[src/rtl/mult_acc_40_signed.sv]
// mult_acc_40_signed: framed saturating accumulator of signed multiplier products,
// presenting each completed sum on a valid/ready output register with sticky status flags
module mult_acc_40_signed #(
  parameter int WIDTHP = 40,
  parameter int WIDTHS = 48,
  parameter int CNTW = 16,
  parameter bit SATURATE = 1'b1
) (
  input  logic Clock,
  input  logic Aclr,
  input  logic [WIDTHP-1:0] Product,
  input  logic ProdValid,
  input  logic First,
  input  logic Last,
  output logic [WIDTHS-1:0] Sum,
  output logic [CNTW-1:0] Count,
  output logic SumValid,
  input  logic SumReady,
  output logic Ovf,
  output logic Overrun,
  output logic SeqErr,
  input  logic ClrFlags
);
  localparam logic IDLE = 1'b0;
  localparam logic ACC = 1'b1;
  logic state;
  logic [WIDTHS-1:0] acc, p, base, n;
  logic [WIDTHS:0] wide;
  logic [CNTW-1:0] term_cnt, tn;
  logic ovf_raw, take, emit;
  always_comb begin
    p = {{(WIDTHS-WIDTHP){Product[WIDTHP-1]}}, Product};
    base = First ? '0 : acc;
    wide = {base[WIDTHS-1], base} + {p[WIDTHS-1], p};
    ovf_raw = wide[WIDTHS] ^ wide[WIDTHS-1];
    // clamp toward the sign of the true (WIDTHS+1)-bit result
    n = (SATURATE && ovf_raw) ? {wide[WIDTHS], {(WIDTHS-1){~wide[WIDTHS]}}} : wide[WIDTHS-1:0];
    tn = First ? CNTW'(1) : term_cnt + CNTW'(!(&term_cnt));
    take = ProdValid && (First || state == ACC);
    emit = take && Last;
  end
  always_ff @(posedge Clock) begin
    if (Aclr) begin
      state <= IDLE;
      acc <= '0;
      term_cnt <= '0;
      Sum <= '0;
      Count <= '0;
      SumValid <= 1'b0;
      Ovf <= 1'b0;
      Overrun <= 1'b0;
      SeqErr <= 1'b0;
    end else begin
      if (take) begin
        state <= Last ? IDLE : ACC;
        acc <= Last ? '0 : n;
        term_cnt <= tn;
      end
      if (emit) begin
        Sum <= n;
        Count <= tn;
        SumValid <= 1'b1;
      end else if (SumReady) SumValid <= 1'b0;
      Ovf <= (take && ovf_raw) || (Ovf && !ClrFlags);
      Overrun <= (emit && SumValid && !SumReady) || (Overrun && !ClrFlags);
      SeqErr <= (ProdValid && (First ? state == ACC : state == IDLE)) || (SeqErr && !ClrFlags);
    end
  end
endmodule

[config.mk]
export PLATFORM = sky130hd
export DESIGN_NAME = mult_acc_40_signed
export DESIGN_NICKNAME = d
export VERILOG_FILES = /design/src/rtl/mult_acc_40_signed.sv
export SDC_FILE = /design/constraint.sdc
export NUM_CORES = 1
export LEC_CHECK = 0
export ABC_AREA = 1
export BUFFER_PORTS_ARGS = -buffer_cell sky130_fd_sc_hd__buf_2
export CORE_UTILIZATION = 40
export CTS_CLUSTER_SIZE = 12
export DETAILED_ROUTE_END_ITERATION = 6
export PLACE_DENSITY = 0.56
export REMOVE_ABC_BUFFERS = 1
export SYNTH_ARGS = -nofsm -noshare
export SYNTH_HDL_FRONTEND = slang
export SYNTH_SLANG_ARGS = --single-unit
[constraint.sdc]
create_clock -name Clock -period 7.35 [get_ports Clock]
set_input_delay 0.735 -clock Clock [delete_from_list [all_inputs] [get_ports Clock]]
set_output_delay 0.735 -clock Clock [all_outputs]
set_load 0.02 [all_outputs]
==> results.md, run 1 <==
- M1 GR Usage: 34.73%
- Final Cycle Share: 59.41%
- Crit path time final: approximately 4.4 ns
- Vias: around 9,900
- Finished Layout Cells: 1,983
- CTS root buf: clkbuf_16
- Total clock sinks: 133
- Syn Area/Cell: 6.128 um^2
- Mapped cell area: 0.009603 mm^2
- Synth area leaders: dfxtp_1 28%, nand2_1 19%, inv_1 8.4%, a21oi_1 7.1%, ha_1 6.6%
- Yosys top cell by area: dfxtp_1
- HPWL after detailed placement: between 20 and 25 mm
- Post-Route Setup TNS: 0 ns
- Seq/Total Area, Yosys: 27.73%
- Cells after Synth: 1,567
- Path type of the worst min-delay path: reg -> reg
- Reg2Reg Depth: 19
- Area of the core: roughly 0.024 mm^2
- Post_cts resized: 0
- Vias in the first global route: 9,203
- Max-slew violations: 0
- Routed Antenna Nets: 0
- Drt first pass iters: 5
- CTS H-tree lvls: 4
- Maximum vdd drop: 0.1092 mV
- Total of max-cap violations: 0
- Leak Pwr: 0.005437 uW
- FMAX: 229.0 MHz
- GRT Util Overall: roughly a quarter
- Unique cell type count in the Yosys netlist: 39
- Setup Crit Path Kind: in -> reg
- Post-layout net count: 1,750
- CP max FO: 35
- Cts bufs inserted: 17
- Cell Rows: 56
- CTS Hold Buffers Added: 0
- GRT met3 Usage: 4.928%
- Placer congestion estimate: ~0.94
- Met2 GRT Util: a little over two fifths
- Layout cells sized above 1: 13.34%
- Worst-margin pin slew: 0.9633 ns
- Starting Density: between 40 and 50%
- Compound-Gate Fraction of Synth Area: 17.19%
- Final hold slack: 0.4658 ns
- Filler instances: 2,622
- Pwr Total: 2115 uW
- CP max stage delay: between 0.6 and 0.7 ns
- DIE HEIGHT: 156.9 um
- Postcts setup bufs: 0
- CP arrival: 4.66 ns
- Startpoint types: primary input
- Via density: 4.975
- First-pass GRT wire length: just under 50 mm
- DR WL/cell: 15.67 um
- Main combinational cell family by area after synthesis: simple AND/OR/NAND/NOR gates
- Status: complete, no violations
- Gate family responsible for the most delay along the worst path: simple AND/OR/NAND/NOR gates
- Max Root-Sink Buffers: 2
- Area of the multi-input gates: 0.005842 mm^2
- Port Buffers: between 100 and 150
- RSZ-0062 raised after global routing: no
- Total grt overflow: 0
- Clock transition at the registers of the reported paths: 0.07 ns
- Die footprint: 0.02463 mm^2
- Final Util: 46.72%
- Synthesis Warnings: 0
- Most crowded layer after global routing: met2
- Worst path depth: 18
- Post-synth top area share: 27.73%
- Synth Area in Adders: under 10%
- Xor and xnor area share after synthesis: approximately 3%
- Final setup vio count: 0
- Req. time, crit path: 7.64 ns
- Die X: between 150 and 200 um
- Clk_lat worst skew: 0.44 ns
- Syn-to-layout area delta: 14.53%
- Routed WL: just over 30 mm
- N_diodes: 0
- Placed cells: 1,951
- Flops & latches, synth: 133
- Slew margin rel.: 35.78%
- DRT iter0 DRCs: 520
- Initial antenna violation count: 0
- Mux cell area share after synthesis: 0%
- Synth Area in Simple Gates: 33.75%
- Hold-critical path depth: 2
- Crit-path cells: buf_2, inv_1, nand2_1, fa_1, inv_1, nand3_1, nand2_1, nand2_1, nand2_2, nand2_1, nand2_2, nand2_2, nand4_4, nand3_2, nand2_1, nand2_1, nand2_1, a21oi_1
- Final hold viol count: 0
- # DRC: 0
- Pwr dens: 192.3 mW/mm^2
- Buf+Inv Stages, Crit Path: 3
- Worst Setup End Kind: register
- Most used cell, CP: nand2_1
- CTS tree: done
- Largest net degree at the start of global routing: between 80 and 90
- Storage element area: 0.002663 mm^2
- Crit-path slowest cell: nand3_2
- Top Ports: 115
- Clk_skew: 0.008024 ns
path summary, 6_finish.rpt:
path / to / slack [ns] / from
min reg2reg: acc[16]$_SDFFE_PP0P_ / 0.47 / acc[16]$_SDFFE_PP0P_
min: acc[16]$_SDFFE_PP0P_ / 0.47 / acc[16]$_SDFFE_PP0P_
max reg2reg: acc[31]$_SDFFE_PP0P_ / 3.53 / acc[0]$_SDFFE_PP0P_
max: acc[31]$_SDFFE_PP0P_ / 2.98 / First
routing by layer:
layer	share of wire, %	up-vias
met3	4.6	23
met1	49	4485
met4	1.1	0
li1	-	5174
met2	45	183
met5	0	-
state kept, by name, indices dropped and copies added, names as in the netlist:
name / cells
Sum: 48
acc: 48
Count: 16
term_cnt: 16
Overrun: 1
Ovf: 1
SeqErr: 1
SumValid: 1
state: 1
worst reg2reg max path: stages (launching register included):
cell     delay [ns]
dfxtp_1        0.33
inv_1          0.04
nor2_1         0.09
ha_1           0.26
inv_1          0.07
fa_1           0.40
inv_1          0.14
nand3_1        0.09
nand2_1        0.21
nand2_1        0.10
nand2_2        0.19
nand2_1        0.10
nand2_2        0.13
nand2_2        0.10
nand4_4        0.14
nand3_2        0.67
nand2_1        0.39
nand2_1        0.08
nand2_1        0.09
a21oi_1        0.06
synth_stat cells:
library cell and count:
nand2_1 485, inv_1 214, a21oi_1 137, nor2_1 134, dfxtp_1 133, o21ai_0 96
nand3_1 69, ha_1 51, clkbuf_1 37, a31oi_1 33, xor2_1 23, nand4_1 21
o21ai_2 16, inv_2 13, nor2_2 12, o21bai_1 12, nor3_1 11, nand2_2 9
xnor2_1 9, buf_1 7, buf_2 6, nand3b_1 5, buf_4 4, nor4_1 4
buf_6 3, nand2_4 3, nand3_2 3, nor2_4 3, a21oi_2 2, nor3_2 2
o211ai_1 2, a211oi_1 1, fa_1 1, nand2_8 1, nand4_4 1, nor2_8 1
o21a_1 1, or2_1 1, or2_2 1
cells in the final DEF, fill, tap and decap left out, types with 12 or more instances in the layout:
cell	count
o21ai_0	96
a31oi_1	33
nor2_1	133
inv_2	13
buf_2	114
o21ai_2	16
a21oi_1	137
ha_1	51
inv_1	214
clkbuf_16	17
xor2_1	23
dfxtp_1	133
nand4_1	21
nand3_1	69
o21bai_1	12
nand2_1	485
power breakdown:
group / internal, uW / switching [uW] / total [uW]
Sequential: 763 / 21.8 / 784
Combinational: 132 / 295 / 427
Clock: 490 / 414 / 903
Total: 1380 / 730 / 2120
metrics by stage:
step / cell area [um^2] / setup WS (ns)
after detailed placement: 10390 / 2.494
after global routing: 11000 / 2.602
after floorplan: 9344 / 2.134
after CTS: 11000 / 2.960
after global placement: 10390 / 2.585
final: 11000 / 2.983
layout make-up:
type	count	share of cell area, %
multi-input combinational	1150	53.12
clock buffer	17	3.868
inverter	227	7.747
timing repair buffer	122	5.734
tap	319	3.629
sequential	133	24.21
clock inverter	15	1.695
logic make-up after synthesis:
| family | Yosys count |
|---|---|
| buffers and inverters | 284 |
| DFF | 133 |
| adders and majority gates | 52 |
| xor gates and xnor gates | 32 |
| AOI/OAI and AO/OA | 300 |
| and+or+nand+nor | 766 |
No activity file was read; power rests on OpenSTA's default activity.
==> run 2, diff against run 1 <==
PLACE_DENSITY = 0.59   (was 0.56)
clock period = 3.6 ns   (was 7.35 ns; I/O delays follow)
==> run 2 against run 1 <==
  * Clock-buffer cell count is the same
  * First-iteration DRC count grew 2.3%
  * Total power grew 110%
  * Clock power grew 100%
  * Final area grew 1.2%
  * Critical path type is now reg -> reg
  * Largest power group unchanged
==> results.md, run 2 (synthesis results as in run 1) <==
- Status: complete, no violations
- Vias in the first global route: 9,442 (+2.6%)
- Clock transition at the registers of the reported paths: 0.07 ns (about the same)
- Initial antenna violation count: 0 (unchanged)
- CTS Hold Buffers Added: 0 (unchanged)
- Path type of the worst min-delay path: in -> reg
- Vias: 10,040 (+1.8%)
- Slew margin rel.: 50.33% (+15 points)
- First-pass GRT wire length: 51.03 mm (+3.6%)
- DR WL/cell: 16.11 um (+2.7%)
- Worst Setup End Kind: register
- Maximum vdd drop: 0.2400 mV (+120%)
- Placed Area: 0.01053 mm^2 (+1.4%)
- Routed WL: 32.16 mm (+3.5%)
- Area of the core: 0.02354 mm^2 (unchanged)
- Final Cycle Share: 87.94%
- DRT iter0 DRCs: 532 (+2.3%)
- Design Area, Final: 0.01113 mm^2 (+1.2%)
- Die footprint: 0.02463 mm^2 (unchanged)
- Setup Slack @ Placement: 0.2771 ns (-2.217 ns)
- Routed Antenna Nets: 0 (unchanged)
- Finished Layout Cells: 1,997 (+0.71%)
- Port Buffers: 114 (unchanged)
- N_diodes: 0 (unchanged)
- Max-slew violations: 0 (unchanged)
- Clk_skew: 0.01581 ns (+0.007782 ns)
- Postcts setup bufs: 0 (unchanged)
- GRT Util Overall: 27.17% (+1.1 points)
- Req. time, crit path: 3.97 ns (-3.67 ns)
- Max Root-Sink Buffers: 2 (unchanged)
- Total clock sinks: 133 (unchanged)
- Total of max-cap violations: 0 (unchanged)
- Most common cell after layout, fill and taps aside: nand2_1
- CP arrival: 3.54 ns (-1.12 ns)
- FMAX: 315.9 MHz
- Largest net degree at the start of global routing: 82 (unchanged)
- RSZ-0062 raised after global routing: no
- Setup Crit Path Kind: reg -> reg
- Layout cells sized above 1: 14.06% (+0.72 points)
- Placed cells: 1,965 (+0.72%)
- CTS tree: done
- Cell Rows: 56 (unchanged)
- Starting Density: 40.79% (unchanged)
- Placer congestion estimate: 0.9842 (+4.8%)
- Biggest regs: Sum: 48 flops, acc: 48 flops
- Hold path startpoint: SumReady
- Cts bufs inserted: 17 (unchanged)
- Crit path time final: between 3 and 4 ns
- Startpoint types: register
- Total grt overflow: 0 (unchanged)
- Top Ports: 115 (unchanged)
- Pwr dens: 390.1 mW/mm^2 (+100%)
- HPWL after detailed placement: 25.18 mm (+5.2%)
- CTS H-tree lvls: 4 (unchanged)
- Worst-margin pin slew: 0.7450 ns (-0.2183 ns)
- R2R Setup Slk: 0.43 ns (-3.10 ns)
- Post_cts resized: 0 (unchanged)
- CTS root buf: clkbuf_16
- DIE HEIGHT: 156.9 um (unchanged)
- Post-layout net count: 1,764 (+0.80%)
- Final hold slack: 0.2059 ns (-0.2599 ns)
- Final setup margin: 0.4341 ns (-2.549 ns)
- Final setup vio count: 0 (unchanged)
- CP max FO: 17 (-51%)
- Reg2Reg Depth: 21 (+2)
- Final hold viol count: 0 (unchanged)
- Drt first pass iters: 5 (unchanged)
- Syn-to-layout area delta: 15.92%
- Leak Pwr: 0.005512 uW (+1.4%)
- Worst Hold End: SumValid$_SDFFE_PP0P_
- Hold-critical path depth: 3 (+1)
- # DRC: 0 (unchanged)
- Worst r2r src: acc[0]$_SDFFE_PP0P_
- Clk_lat worst skew: 0.44 ns (about the same)
- Die X: 156.9 um (unchanged)
- Reg-to-reg endpoint: acc[15]$_SDFFE_PP0P_
- Via density: 5.028 (+1.1%)
- Leading cell types in the layout, fill and taps excluded: 485 x nand2_1, 214 x inv_1, 137 x a21oi_1
==> run 2: layout make-up <==
class	count	area, um^2
tap	319	399.1
inverter	227	852.1
clock buffer	17	425.4
timing repair buffer	136	773.2
clock inverter	15	177.7
sequential	133	2663
fill	2584	12410
multi-input combinational	1150	5842
==> run 2: per-layer routing <==
layer / wire (um) / part of all wire [%] / track usage (%)
met3: 1550 / 4.8 / 3.937
met1: 15680 / 49 / 37.08
met2: 14190 / 44 / 43.66
met4: 745 / 2.3 / 8.964
met5: 0 / 0 / 0
==> run 2: worst max-delay path, cell delays in order (launching register included) <==
cell and delay [ns]:
dfxtp_1 0.33, inv_1 0.04, nor2_1 0.13, ha_1 0.25, inv_1 0.07, fa_1 0.40, inv_1 0.12, nand3_1 0.08
nand2_1 0.17, nand2_1 0.09, nand2_2 0.16, nand2_1 0.09, nand2_2 0.13, nand2_2 0.10, nand3_2 0.10, nand2_4 0.08
nand3_2 0.10, buf_4 0.26, nand2_1 0.14, nand2_1 0.08, nand2_1 0.05, a21oi_1 0.12
==> run 2: how the worst max path moves through the flow <==
| stage | startpoint | endpoint | slack [ns] |
|---|---|---|---|
| finish | acc[0]$_SDFFE_PP0P_ | acc[15]$_SDFFE_PP0P_ | 0.43 |
| global route | acc[0]$_SDFFE_PP0P_ | acc[19]$_SDFFE_PP0P_ | 0.13 |
| global placement | First | acc[19]$_SDFFE_PP0P_ | 0.33 |
| detailed placement | First | acc[15]$_SDFFE_PP0P_ | 0.28 |
| floorplan | First | Count[10]$_SDFFE_PP0P_ | -1.24 |
| CTS | acc[0]$_SDFFE_PP0P_ | acc[15]$_SDFFE_PP0P_ | 0.48 |
==> run 2: metrics by stage <==
stage | total power, uW | util (%) | TNS (ns)
2_1_floorplan | 2215 | - | -39.79
3_3_place_gp | 2525 | 44.72 | 0
3_5_place_dp | 2531 | 44.72 | 0
4_1_cts | 4374 | 47.28 | 0
5_1_grt | 4559 | 47.28 | 0
6_report | 4343 | 47.28 | 0
==> run 2: report_power, final <==
part           switching (uW)  leakage (uW)  total, uW  internal (uW)
sequential               44.9       0.00109       1600           1560
clock                     844      0.000290       1840            996
combinational             612       0.00414        901            289
==> run 3, diff against run 2 <==
CORE_MARGIN = 4   (was default)
==> run 3 against run 2 <==
  * Non-clock buffer count up 1
  * Clock skew hardly changed
  * Setup slack better by 0.14 ns
  * Register-to-register slack improved by 0.14 ns
  * Critical path depth did not move
  * Global-route usage decreased by 2.3 points
  * Sequential power about the same
  * Cell count hardly changed
  * Critical path type unchanged
  * Critical endpoint is now acc[13]$_SDFFE_PP0P_
  * Largest cell class unchanged
  * Largest power group unchanged
==> results.md, run 3 (synthesis results as in run 1) <==
- CTS H-tree lvls: 4 (unchanged)
- FMAX: 330.6 MHz (+4.7%)
- RSZ-0062 raised after global routing: no
- Max-slew violations: 0 (unchanged)
- Leak Pwr: 0.005544 uW (+0.58%)
- Maximum vdd drop: 0.2154 mV (-10%)
- Biggest regs: Sum: 48 flops, acc: 48 flops
- GRT Util Overall: 24.83% (-2.3 points)
- Total clock sinks: 133 (unchanged)
- Postcts setup bufs: 0 (unchanged)
- Vias in the first global route: 9,700 (+2.7%)
- Starting Density: 40.79% (unchanged)
- N_diodes: 0 (unchanged)
- Cts bufs inserted: 17 (unchanged)
- Syn-to-layout area delta: 16.50%
- CP max FO: 16 (-1)
- Post_cts resized: 0 (unchanged)
- Filler instances: 2,601 (+0.66%)
- Clk_skew: 0.01581 ns (+0.000007200 ns)
- Placer congestion estimate: 0.9837 (about the same)
- Reg-to-reg endpoint: acc[13]$_SDFFE_PP0P_
- CTS root buf: clkbuf_16
- Req. time, crit path: 3.95 ns (-0.02 ns)
- Crit path time final: 3.025 ns (-0.1410 ns)
- Post-layout net count: 1,765 (+0.057%)
- Final Cycle Share: 84.02% (-3.9 points)
- Pwr dens: 395.2 mW/mm^2 (+1.3%)
- Worst Setup End Kind: register
- Setup Crit Path Kind: reg -> reg
- Largest net degree at the start of global routing: 82 (unchanged)
- Design Area, Final: 0.01119 mm^2 (+0.49%)
- Placed Area: 0.01056 mm^2 (+0.31%)
- Clk_lat worst skew: 0.44 ns (about the same)
- # DRC: 0 (unchanged)
- Crit path to: acc[13]$_SDFFE_PP0P_
- Leading cell types in the layout, fill and taps excluded: 485 x nand2_1, 214 x inv_1, 137 x a21oi_1
- Final hold viol count: 0 (unchanged)
- R2R Setup Slk: 0.58 ns (+0.14 ns)
- Drt first pass iters: 5 (unchanged)
- CP arrival: 3.38 ns (-0.16 ns)
- Worst-margin pin slew: 0.7986 ns (+0.05366 ns)
- Routed WL: 32.56 mm (+1.2%)
- Via density: 5.062 (+0.69%)
- DR WL/cell: 16.29 um (+1.2%)
- First-pass GRT wire length: 52.21 mm (+2.3%)
- Die X: 162.9 um (+3.8%)
- Reg2Reg Depth: 21 (unchanged)
- DRT iter0 DRCs: 711 (+34%)
- Max Root-Sink Buffers: 2 (unchanged)
- Worst r2r src: acc[0]$_SDFFE_PP0P_
- Startpoint types: register
- Layout cells sized above 1: 14.12% (+0.051 points)
- DIE HEIGHT: 162.9 um (+3.8%)
- Slew margin rel.: 46.76% (-3.6 points)
- CP startpoint: acc[0]$_SDFFE_PP0P_
- Final setup vio count: 0 (unchanged)
- Top Ports: 115 (unchanged)
- CTS tree: done
- HPWL after detailed placement: 25.74 mm (+2.2%)
- Final hold slack: 0.2019 ns (-0.003992 ns)
- Total of max-cap violations: 0 (unchanged)
- Total grt overflow: 0 (unchanged)
- Clock transition at the registers of the reported paths: 0.07 ns (about the same)
- Vias: 10,110 (+0.74%)
- Status: complete, no violations
- Most common cell after layout, fill and taps aside: nand2_1
- Die footprint: 0.02655 mm^2 (+7.8%)
- Area of the core: 0.02354 mm^2 (unchanged)
- Cell Rows: 56 (unchanged)
- Path type of the worst min-delay path: in -> reg
- Routed Antenna Nets: 0 (unchanged)
- Initial antenna violation count: 0 (unchanged)
- Port Buffers: 114 (unchanged)
- CTS Hold Buffers Added: 0 (unchanged)
run 3: changes by cell type in the layout (fill, tap and decap cells not counted), sizes merged:
cell	before	now
clkinv	3	2
inv	236	237
bufinv	1	2
buf	136	137
clkinvlp	2	1
run 3: routing by layer:
metal	vias to the layer above	part of all wire, %	track usage (%)
met1	4630	48	35.24
li1	5204	-	-
met2	236	44	39.68
met5	-	0	0
met3	44	5.0	3.645
met4	0	2.3	6.252
run 3: how the worst min path moves through the flow:
stage / startpoint / to / slack (ns) / cells past startpoint
floorplan: Aclr / acc[44]$_SDFFE_PP0P_ / 0.42 / 1
global route: ClrFlags / SeqErr$_SDFF_PP0_ / 0.24 / 4
global placement: acc[42]$_SDFFE_PP0P_ / acc[42]$_SDFFE_PP0P_ / 0.45 / 2
CTS: SumReady / SumValid$_SDFFE_PP0P_ / 0.19 / 3
finish: SumReady / SumValid$_SDFFE_PP0P_ / 0.20 / 3
detailed placement: acc[2]$_SDFFE_PP0P_ / acc[2]$_SDFFE_PP0P_ / 0.46 / 2
run 3: per-stage QoR:
stage	total power [uW]	setup TNS (ns)	utilization (%)	setup slack (ns)	std cells
2_1_floorplan	2215	-39.79	-	-1.241	1510
5_1_grt	4634	0	47.52	0.2966	1998
4_1_cts	4460	0	47.52	0.5625	1998
3_5_place_dp	2547	0	44.86	0.3373	1966
6_report	4421	0	47.52	0.5751	1998
3_3_place_gp	2541	0	44.86	0.2632	1966
run 3: cell type report:
class | instances | area, um^2 | area share, %
multi-input cells | 1150 | 5842 | 52.22
flip-flops and latches | 133 | 2663 | 23.80
inverters | 227 | 852.1 | 7.617
repair buffers | 137 | 805.8 | 7.203
clock buffers | 17 | 425.4 | 3.803
well taps | 319 | 399.1 | 3.568
clock inverters | 15 | 200.2 | 1.790
run 3: worst max-delay path, cell delays in order (launching register included):
cell	delay, ns
dfxtp_1	0.33
inv_1	0.04
nor2_1	0.08
ha_1	0.21
inv_1	0.07
fa_1	0.40
inv_1	0.09
nand3_1	0.06
nand2_1	0.16
nand2_1	0.09
nand2_2	0.13
nand2_1	0.09
nand2_2	0.12
nand2_2	0.09
nand3_2	0.10
nand2_4	0.08
nand3_2	0.17
buf_4	0.28
nand2_1	0.10
nand2_1	0.07
nand2_1	0.04
a21oi_1	0.14
run 3: power by group:
| group | switching (uW) | internal [uW] |
|---|---|---|
| registers | 44.5 | 1560 |
| logic | 619 | 295 |
| clock network | 837 | 1070 |
| total | 1500 | 2920 |
